--- config.mk ---
export PLATFORM = sky130hd
export DESIGN_NAME = uart_boot_loader
export DESIGN_NICKNAME = d
export VERILOG_FILES = /design/src/rtl/boot_pkg.sv /design/src/rtl/uart_rx_byte.sv /design/src/rtl/uart_boot_loader.sv
export SDC_FILE = /design/constraint.sdc
export NUM_CORES = 1
export LEC_CHECK = 0
export ABC_AREA = 1
export CORE_UTILIZATION = 58
export DETAILED_ROUTE_END_ITERATION = 6
export PLACE_DENSITY = 0.8
export REMOVE_ABC_BUFFERS = 1
export SLEW_MARGIN = 5
export SYNTH_ARGS = -nofsm -noshare
export SYNTH_HDL_FRONTEND = slang
export SYNTH_SLANG_ARGS = --single-unit
--- constraint.sdc ---
create_clock -name clk -period 4.5 [get_ports clk]
set_input_delay 0.9 -clock clk [delete_from_list [all_inputs] [get_ports clk]]
set_output_delay 0.9 -clock clk [all_outputs]
set_load 0.05 [all_outputs]
--- src/rtl/boot_pkg.sv ---
// Shared types and frame-format constants for the UART boot loader.
// Frame on the wire: SYNC_BYTE, LEN (word count N, 0..255), N x {hi, lo}, SUM.
// SUM is the 8-bit modulo sum of LEN and every data byte; SYNC is not summed.
package boot_pkg;

    typedef enum logic [2:0] {
        S_SYNC  = 3'd0,
        S_LEN   = 3'd1,
        S_HI    = 3'd2,
        S_LO    = 3'd3,
        S_WRITE = 3'd4,
        S_SUM   = 3'd5,
        S_DONE  = 3'd6
    } boot_state_t;

    localparam logic [7:0] SYNC_BYTE = 8'hA5;

    // Running checksum update; wraps modulo 256 by width.
    function automatic logic [7:0] sum_add(input logic [7:0] acc, input logic [7:0] b);
        return acc + b;
    endfunction

endpackage

--- src/rtl/uart_rx_byte.sv ---
// 8N1 UART byte receiver: 2-flop synchroniser, start-bit glitch rejection,
// mid-bit sampling at DIV clock spacing, stop-bit check.
// rx_valid / frame_err are one-clock pulses; rx_data holds the last good byte.
module uart_rx_byte #(
    parameter int DIV = 234
) (
    input  logic       clk,
    input  logic       rst,
    input  logic       uart_rx,
    output logic       rx_valid,
    output logic [7:0] rx_data,
    output logic       frame_err,
    output logic [1:0] rx_state
);

    typedef enum logic [1:0] {
        R_IDLE  = 2'd0,
        R_START = 2'd1,
        R_DATA  = 2'd2,
        R_STOP  = 2'd3
    } rx_state_t;

    localparam int CNT_W = $clog2(DIV + 1);
    localparam logic [CNT_W-1:0] HALF_M1 = CNT_W'(DIV / 2 - 1);
    localparam logic [CNT_W-1:0] FULL_M1 = CNT_W'(DIV - 1);

    rx_state_t        state, state_nx;
    logic             rx_meta, rx_s, rx_prev;
    logic [CNT_W-1:0] cnt;
    logic [2:0]       bit_idx;
    logic [7:0]       shift;
    logic             fall;
    logic             tick;

    assign fall     = rx_prev & ~rx_s;
    assign tick     = ((state == R_START) && (cnt == HALF_M1)) ||
                      (((state == R_DATA) || (state == R_STOP)) && (cnt == FULL_M1));
    assign rx_state = state;

    // Synchronise the asynchronous line and keep one extra stage for edge detect.
    always_ff @(posedge clk or posedge rst) begin
        if (rst) begin
            rx_meta <= 1'b1;
            rx_s    <= 1'b1;
            rx_prev <= 1'b1;
        end else begin
            rx_meta <= uart_rx;
            rx_s    <= rx_meta;
            rx_prev <= rx_s;
        end
    end

    // Receiver state register.
    always_ff @(posedge clk or posedge rst) begin
        if (rst) state <= R_IDLE;
        else     state <= state_nx;
    end

    // Receiver next-state: a start bit must still be low at its midpoint.
    always_comb begin
        state_nx = state;
        unique case (state)
            R_IDLE:  if (fall) state_nx = R_START;
            R_START: if (tick) state_nx = rx_s ? R_IDLE : R_DATA;
            R_DATA:  if (tick && (bit_idx == 3'd7)) state_nx = R_STOP;
            R_STOP:  if (tick) state_nx = R_IDLE;
            default: state_nx = R_IDLE;
        endcase
    end

    // Bit timer, shifter and result pulses.
    always_ff @(posedge clk or posedge rst) begin
        if (rst) begin
            cnt       <= '0;
            bit_idx   <= 3'd0;
            shift     <= 8'd0;
            rx_data   <= 8'd0;
            rx_valid  <= 1'b0;
            frame_err <= 1'b0;
        end else begin
            rx_valid  <= 1'b0;
            frame_err <= 1'b0;
            if ((state == R_IDLE) || tick) cnt <= '0;
            else                           cnt <= cnt + 1'b1;
            if (tick) begin
                unique case (state)
                    R_START: bit_idx <= 3'd0;
                    R_DATA: begin
                        shift   <= {rx_s, shift[7:1]};
                        bit_idx <= bit_idx + 3'd1;
                    end
                    R_STOP: begin
                        if (rx_s) begin
                            rx_valid <= 1'b1;
                            rx_data  <= shift;
                        end else begin
                            frame_err <= 1'b1;
                        end
                    end
                    default: ;
                endcase
            end
        end
    end

endmodule

--- src/rtl/uart_boot_loader.sv ---
// Receives a checksummed program image over UART and writes it word by word
// into the instruction BSRAM, holding the CPU in boot until a frame verifies.
// Handshake: the byte receiver offers rx_valid for one clock with no ready;
// the loader consumes every byte it is offered in the cycle it appears.
module uart_boot_loader #(
    parameter int         CLK_HZ    = 27_000_000,
    parameter int         BAUD      = 115_200,
    parameter int         ADDR_W    = 11,
    parameter int         TIMEOUT   = 2_700_000,
    parameter logic [7:0] SYNC_BYTE = 8'hA5
) (
    input  logic              clk,
    input  logic              rst,
    input  logic              uart_rx,
    output logic              boot_mode,
    output logic              mem_ce,
    output logic              mem_wre,
    output logic [ADDR_W-1:0] mem_addr,
    output logic [15:0]       mem_din,
    output logic              load_done,
    output logic              load_err,
    output logic [7:0]        word_cnt,
    output logic [2:0]        fsm_state,
    output logic [1:0]        rx_state
);

    import boot_pkg::*;

    localparam int DIV  = CLK_HZ / BAUD;
    localparam int TO_W = $clog2(TIMEOUT + 1);
    localparam logic [TO_W-1:0] TO_LAST = TO_W'(TIMEOUT - 1);

    boot_state_t state, state_nx;
    logic        rx_valid, frame_err;
    logic [7:0]  rx_data;
    logic [7:0]  n_len, sum, hi_q, lo_q;
    logic [TO_W-1:0] idle_cnt;
    logic        in_frame, timeout, abort, sync_seen, sum_bad;

    uart_rx_byte #(.DIV(DIV)) u_rx (
        .clk       (clk),
        .rst       (rst),
        .uart_rx   (uart_rx),
        .rx_valid  (rx_valid),
        .rx_data   (rx_data),
        .frame_err (frame_err),
        .rx_state  (rx_state)
    );

    assign in_frame  = (state != S_SYNC) && (state != S_DONE);
    assign timeout   = in_frame && (idle_cnt == TO_LAST);
    assign abort     = in_frame && (frame_err || timeout);
    assign sync_seen = (state == S_SYNC) && rx_valid && (rx_data == SYNC_BYTE);
    assign sum_bad   = (state == S_SUM) && rx_valid && (rx_data != sum);
    assign fsm_state = state;

    // Loader state register.
    always_ff @(posedge clk or posedge rst) begin
        if (rst) state <= S_SYNC;
        else     state <= state_nx;
    end

    // Loader next-state; any framing error or idle timeout mid-frame restarts the hunt for SYNC.
    always_comb begin
        state_nx = state;
        unique case (state)
            S_SYNC:  if (sync_seen) state_nx = S_LEN;
            S_LEN:   if (rx_valid) state_nx = (rx_data == 8'd0) ? S_SUM : S_HI;
            S_HI:    if (rx_valid) state_nx = S_LO;
            S_LO:    if (rx_valid) state_nx = S_WRITE;
            S_WRITE: state_nx = ((word_cnt + 8'd1) == n_len) ? S_SUM : S_HI;
            S_SUM:   if (rx_valid) state_nx = (rx_data == sum) ? S_DONE : S_SYNC;
            S_DONE:  state_nx = S_DONE;
            default: state_nx = S_SYNC;
        endcase
        if (abort) state_nx = S_SYNC;
    end

    // Memory port and status decode; S_WRITE lasts one clock so mem_wre is a single pulse.
    always_comb begin
        boot_mode = (state != S_DONE);
        load_done = (state == S_DONE);
        mem_ce    = 1'b1;
        mem_wre   = (state == S_WRITE);
        mem_addr  = {{(ADDR_W - 8){1'b0}}, word_cnt};
        mem_din   = {hi_q, lo_q};
    end

    // Frame datapath: length, checksum, data bytes, word counter and sticky error.
    always_ff @(posedge clk or posedge rst) begin
        if (rst) begin
            n_len    <= 8'd0;
            sum      <= 8'd0;
            hi_q     <= 8'd0;
            lo_q     <= 8'd0;
            word_cnt <= 8'd0;
            load_err <= 1'b0;
        end else begin
            if (sync_seen) begin
                load_err <= 1'b0;
                sum      <= 8'd0;
                word_cnt <= 8'd0;
            end
            if (rx_valid) begin
                unique case (state)
                    S_LEN: begin
                        n_len <= rx_data;
                        sum   <= sum_add(sum, rx_data);
                    end
                    S_HI: begin
                        hi_q <= rx_data;
                        sum  <= sum_add(sum, rx_data);
                    end
                    S_LO: begin
                        lo_q <= rx_data;
                        sum  <= sum_add(sum, rx_data);
                    end
                    default: ;
                endcase
            end
            if (state == S_WRITE) word_cnt <= word_cnt + 8'd1;
            if (abort || sum_bad) load_err <= 1'b1;
        end
    end

    // Idle timer: clocks since the last received byte while inside a frame.
    always_ff @(posedge clk or posedge rst) begin
        if (rst)                       idle_cnt <= '0;
        else if (!in_frame || rx_valid) idle_cnt <= '0;
        else if (!timeout)             idle_cnt <= idle_cnt + 1'b1;
    end

endmodule
==> results of run 1 <==
sequential cells by signal, summed over array words and instances (netlist names), 3 cells and up, named ones only:
name and flops:
u_rx.shift 8, hi_q 8, lo_q 8, u_rx.rx_data 8, fsm_state 3, u_rx.bit_idx 3
n_len 8, idle_cnt 22, sum 8, u_rx.cnt 8, word_cnt 8
final timing paths:
path,start,endpoint,slack [ns]
max,fsm_state[1],mem_wre,1.22
min,u_rx.rx_meta,u_rx.rx_s,0.36
max reg2reg,u_rx.rx_data[0],sum[6],2.48
min reg2reg,u_rx.rx_meta,u_rx.rx_s,0.36
max in group asynchronous,rst,sum[7],2.72
min in group asynchronous,rst,idle_cnt[12],1.02
power groups by stage:
| stage | registers, µW | logic [µW] | clock network, µW |
|---|---|---|---|
| 2_1_floorplan | 978 | 107 | 0 |
| 3_3_place_gp | 956 | 172 | 0 |
| 3_5_place_dp | 958 | 182 | 0 |
| 4_1_cts | 940 | 183 | 630 |
| 5_1_grt | 944 | 206 | 667 |
| 6_report | 940 | 180 | 615 |
placed cells by master, fill, tap and decap left out, types with 3 or more instances in the layout:
| cell | synthesis | layout |
|---|---|---|
| nand3_1 | 47 | 47 |
| nand3b_1 | 4 | 4 |
| dfrtp_1 | 97 | 97 |
| nand2_1 | 152 | 152 |
| a21oi_1 | 22 | 22 |
| nor2_1 | 44 | 44 |
| inv_2 | 7 | 7 |
| nor3_2 | 4 | 4 |
| nor3_1 | 18 | 18 |
| conb_1 | 2 | 4 |
| nor4_1 | 6 | 6 |
| dfstp_2 | 3 | 3 |
| clkbuf_8 | 0 | 10 |
| clkdlybuf4s50_1 | 0 | 43 |
| nor2_4 | 6 | 6 |
| o21ai_0 | 67 | 67 |
| nand4_1 | 13 | 13 |
| nor2_2 | 3 | 3 |
| ha_1 | 18 | 18 |
| inv_1 | 79 | 78 |
| o22ai_1 | 3 | 3 |
| xor2_1 | 11 | 11 |
| nand2_2 | 10 | 10 |
| xnor2_1 | 3 | 3 |
cell families (layout without fill, tap and decap cells):
family,after synthesis,in the layout,synth area share (%)
muxes,1,1,0.210
other,2,4,0.140
xor gates and xnor gates,14,14,2.28
DFF,100,100,46.6
adders and majority gates,19,19,4.56
AOI/OAI and AO/OA,100,100,9.76
buffers and inverters,108,147,8.64
and+or+nand+nor,318,318,27.8
final cells by class:
type                    count  area, µm²  area share (%)
flip-flops and latches    100       2510            41.5
inverters                  86        325            5.39
clock buffers              10        138            2.28
well taps                 108        135            2.24
clock inverters             6       78.8            1.31
multi-input cells         456       2410            39.9
repair buffers             45        445            7.38
stage by stage:
step | total power, µW | hold slack, ns | utilization (%)
global placement | 1130 | 0.346 | 65.8
global route | 1820 | 0.368 | 68.3
detailed placement | 1140 | 0.347 | 65.8
finish | 1730 | 0.360 | 68.3
CTS | 1750 | 0.363 | 68.3
floorplan | 1090 | 0.345 | -
metal layers:
layer | vias up | wire [µm] | track usage [%]
li1 | 2210 | - | -
met1 | 2121 | 5200 | 34.1
met2 | 85 | 5500 | 42.1
met3 | 10 | 341 | 3.51
met4 | 0 | 125 | 8.04
met5 | - | 0 | 0
==> results.py, run 1 <==
metrics = {
    "status": {
        "status": "finished, violations left",
        "violations": "DRC",
    },
    "worst_hold_path": {
        "min_path_cells": 0,
        "hold_class": "flip-flop to flip-flop",
    },
    "place": {
        "io_buffers": 43,
        "dpl_cell_area_um2": 5820,
        "dp.cells": 795,
        "preCtsSetupSlack_ns": 1.66,
        "gp_congestion": 0.887,
        "hpwl_um": 8210,
    },
    "cells_and_area": {
        "diodes": 0,
        "nNetsFinal": 720,
        "drive_above_1_share_pct": 8.53,
        "syn2layout_area_growth_pct": 12.4,
        "final_area_um2": 6040,
        "fill_cells": 745,
        "stdcell_count": 811,
    },
    "detailed_routing": {
        "vias": 4426,
        "ant_nets": 0,
        "drc": 4,
        "first_pass_iters": 7,
        "routed_wirelength_um": 11200,
        "drt-vias-per-instance": 5.46,
        "drtIter0Drc": 214,
        "avgRoutedWirePerCell_um": 13.8,
    },
    "clocking": {
        "clockBufferDepth": 2,
        "cts_tree": "done",
        "insertion_delay_ns": 0.37,
        "cts_num_sinks": 100,
        "postCtsSetupRepairBufs": 0,
        "hold_buffers": 0,
        "clock-root-buffer": "clkbuf_8",
        "cts_max_level": 3,
        "cts.clk_slew.worst_paths_ns": 0.10,
        "cts.repair.resized": 0,
        "cts_inserted_buffers": 9,
    },
    "setup_path": {
        "crit_chain": "nor2_4 > inv_1 > nor2_1 > clkdlybuf4s50_1",
        "cp_max_fo": 8,
        "startpoint_type": "flip-flop",
        "crit_buf_inv": 2,
        "critical_path_depth": 4,
        "arrival_ns": 2.38,
        "crit_slowest_cell": "clkdlybuf4s50_1",
        "cp-end-kind": "output port",
        "critPathMaxStageDelay_ns": 0.90,
        "path_delay_family": "buffers and inverters",
        "worst_ep_required_time_ns": 3.60,
        "reg2reg_depth": 9,
        "worst-setup-path-type": "flip-flop to output port",
    },
    "synthesis": {
        "syn_area_um2": 5370,
        "ys_warn_count": 0,
        "yosysMostFrequentCell": "nand2_1",
        "async_flop_share_pct": 100,
        "synth-edff-count": 0,
        "synthFlopType": "dfrtp_1",
        "synth_seq_cells": 100,
        "synth_area_leaders": "dfrtp_1, nand2_1, o21ai_0, inv_1, nand3_1",
        "synth.distinct_cells": 43,
        "synth_top_area_share_pct": 45.2,
        "synth-seq-area-share_pct": 46.6,
        "ys_top_cells_by_count": "nand2_1, dfrtp_1, inv_1",
        "syn_inst": 662,
        "syn_avg_cell_area_um2": 8.12,
        "yosysTopAreaCell": "dfrtp_1",
    },
    "pwr": {
        "powerDensity_nw_per_um2": 287,
        "internal_power_uw": 1260,
        "peakVddDrop_mv": 0.361,
        "combPwrFrac_pct": 10.4,
        "switchingPower_uw": 478,
        "switching_share_pct": 27.5,
        "p_clk_share_pct": 35.5,
        "pwr-share-seq_pct": 54.2,
        "leakagePower_uw": 0.00272,
    },
    "floorplanning": {
        "dieArea_um2": 9650,
        "die_w_um": 98.3,
        "fp-row-count": 34,
        "die_y_um": 98.3,
        "start_util_pct": 60.7,
        "ioPinCount": 48,
        "coreArea_um2": 8850,
    },
    "grt": {
        "grt_max_degree": 61,
        "grt_overflow": 0,
        "grt_usage_pct": 25.1,
        "grt_pass1_vias": 4235,
        "antenna_found_initial": 0,
        "grt_pass1_wl_um": 19500,
    },
    "sta": {
        "rsz0062_at_grt": "false",
        "fin_crit_ns": 3.28,
        "setup_violations": 0,
        "worst_slack_ns": 1.22,
        "tightest_slew_ns": 0.725,
        "fin_crit_sh_pct": 72.9,
        "drv_slew": 0,
        "relSlewSlack_pct": 51.7,
        "max_freq_ghz": 0.305,
        "setup_tns_ns": 0,
        "finalHoldViolations": 0,
        "skew_ns": 0.0171,
    },
    "run": {
        "max-cap-violations": 0,
    },
}
(Power assumes the default switching activity.)
==> inputs of run 2 (changes only) <==
--- a/config.mk
+++ b/config.mk
@@ -6,9 +6,9 @@
 export NUM_CORES = 1
 export LEC_CHECK = 0
 export ABC_AREA = 1
-export CORE_UTILIZATION = 58
+export CORE_UTILIZATION = 52
 export DETAILED_ROUTE_END_ITERATION = 6
-export PLACE_DENSITY = 0.8
+export PLACE_DENSITY = 0.76
 export REMOVE_ABC_BUFFERS = 1
 export SLEW_MARGIN = 5
 export SYNTH_ARGS = -nofsm -noshare
==> constraint.sdc (replaced) <==
create_clock -name clk -period 2.8 [get_ports clk]
set_input_delay 0.56 -clock clk [delete_from_list [all_inputs] [get_ports clk]]
set_output_delay 0.56 -clock clk [all_outputs]
set_load 0.05 [all_outputs]
==> run 2 against run 1 <==
  * The flow now finishes without violations
  * First-iteration DRC count down 1.9%
  * Routed wire length down 0.93%
  * Sequential share of layout area down 0.21 points
  * Sequential cell count unchanged
  * Critical path type unchanged
  * Highest routed layer unchanged
==> results.py, run 2 (synthesis results as in run 1) <==
metrics = {
    "status": {
        "status": "finished clean",
    },
    "clocking": {
        "cts.repair.resized": 0,
        "cts_inserted_buffers": 9,
        "cts_tree": "done",
        "postCtsSetupRepairBufs": 0,
        "clockBufferDepth": 2,
        "hold_buffers": 0,
        "insertion_delay_ns": 0.37,
        "clock-root-buffer": "clkbuf_8",
        "cts_num_sinks": 100,
        "cts.clk_slew.worst_paths_ns": 0.10,
        "cts_max_level": 3,
    },
    "setup_path": {
        "crit_buf_inv": 3,
        "worst_ep_required_time_ns": 2.24,
        "crit_slowest_cell": "clkdlybuf4s50_1",
        "crit_chain": "nand2_2 > inv_1 > nand2_4 > inv_1 > clkdlybuf4s50_1",
        "cp-end-kind": "output port",
        "reg2reg_from": "u_rx.rx_data[2]",
        "arrival_ns": 2.06,
        "path_delay_family": "buffers and inverters",
        "cpMostUsedCell": "inv_1",
        "startpoint_type": "flip-flop",
        "critPathMaxStageDelay_ns": 0.79,
        "cp_max_fo": 8,
        "worstSetupStartpoint": "fsm_state[1]",
        "worst-setup-path-type": "flip-flop to output port",
    },
    "pwr": {
        "finalPower_uw": 2690,
        "leakagePower_uw": 0.00273,
        "powerDensity_nw_per_um2": 443,
        "peakVddDrop_mv": 0.386,
    },
    "sta": {
        "setup_violations": 0,
        "drv_slew": 0,
        "finalHoldViolations": 0,
        "relSlewSlack_pct": 57.1,
        "fin_crit_ns": 2.62,
        "hold_ws_ns": 0.362,
        "fin_crit_sh_pct": 93.6,
        "rsz0062_at_grt": "false",
        "tightest_slew_ns": 0.641,
        "max_freq_ghz": 0.381,
        "skew_ns": 0.00874,
        "setup_tns_ns": 0,
    },
    "place": {
        "gp_congestion": 0.905,
        "io_buffers": 43,
        "hpwl_um": 8240,
    },
    "cells_and_area": {
        "layout_common_cells": "nand2_1, dfrtp_1, inv_1",
        "layout_commonest_cell": "nand2_1",
        "syn2layout_area_growth_pct": 13.0,
        "nNetsFinal": 722,
        "diodes": 0,
        "largest_register_ffs": 22,
        "largest_register": "idle_cnt",
        "drive_above_1_share_pct": 8.94,
    },
    "detailed_routing": {
        "first_pass_iters": 5,
        "drc": 0,
        "drt-vias-per-instance": 5.34,
        "avgRoutedWirePerCell_um": 13.2,
        "routed_wirelength_um": 11100,
        "drtIter0Drc": 210,
        "vias": 4478,
        "ant_nets": 0,
    },
    "floorplanning": {
        "coreArea_um2": 9910,
        "fp-row-count": 36,
        "ioPinCount": 48,
        "die_w_um": 104,
        "dieArea_um2": 10700,
        "start_util_pct": 54.2,
        "die_y_um": 104,
    },
    "worst_hold_path": {
        "hold_class": "flip-flop to flip-flop",
        "worstHoldStart": "u_rx.rx_meta",
    },
    "grt": {
        "grt_overflow": 0,
        "grt_pass1_wl_um": 19400,
        "grt_max_degree": 62,
        "antenna_found_initial": 0,
        "grt_pass1_vias": 4394,
        "grt_usage_pct": 21.8,
    },
    "run": {
        "max-cap-violations": 0,
    },
}
run 2: cell count changes in the layout (fill, tap and decap cells not counted):
cell             before  now
buf_12                0    1
clkinv_4              2    1
bufinv_16             1    0
clkinv_8              0    1
clkdlybuf4s50_1      43   42
inv_8                 2    1
buf_4                 2    4
clkinv_2              0    1
inv_6                 1    3
clkbuf_8             10    9
run 2: where the power goes:
part	internal [µW]	total, µW	switching, µW
clock network	346	883	536
registers	1480	1510	36.4
logic	89.8	292	203
run 2: worst register-to-register path: cells and delay by family (launching register included):
| kind | cells | cell delay (ns) |
|---|---|---|
| flops | 1 | 0.45 |
| compound gates | 1 | 0.32 |
| fa+ha+maj | 1 | 0.39 |
| simple gates | 6 | 0.72 |
run 2: stage by stage:
step | utilization [%] | cell area (µm²) | cells | setup slack [ns]
detailed placement | 59.3 | 5880 | 822 | 0.585
floorplan | - | 5240 | 642 | -0.374
global route | 61.3 | 6070 | 838 | 0.0782
CTS | 61.3 | 6070 | 838 | 0.169
global placement | 59.3 | 5880 | 822 | 0.653
finish | 61.3 | 6070 | 838 | 0.179
run 2: worst paths after layout:
check                               end  slack, ns  cells after the start
max                           load_done       0.18                      5
min                           u_rx.rx_s       0.36                      0
max reg2reg                fsm_state[1]       0.87                      8
min reg2reg                   u_rx.rx_s       0.36                      0
max in group asynchronous  u_rx.rx_prev       1.58                      3
min in group asynchronous  idle_cnt[11]       0.55                      2
run 2: final cells by class:
type	count	area (µm²)
fill	859	3840
sequential	100	2510
multi-input combinational	456	2410
timing repair buffer	47	470
inverter	86	325
tap	133	166
clock buffer	9	124
clock inverter	7	67.6
run 2: metal layers:
layer / global-route usage, % / part of all wire [%] / wire, µm
met5: 0 / 0 / 0
met4: 6.63 / 1.5 / 164
met3: 4.34 / 4.2 / 463
met2: 37.2 / 48 / 5340
met1: 28.0 / 46 / 5100
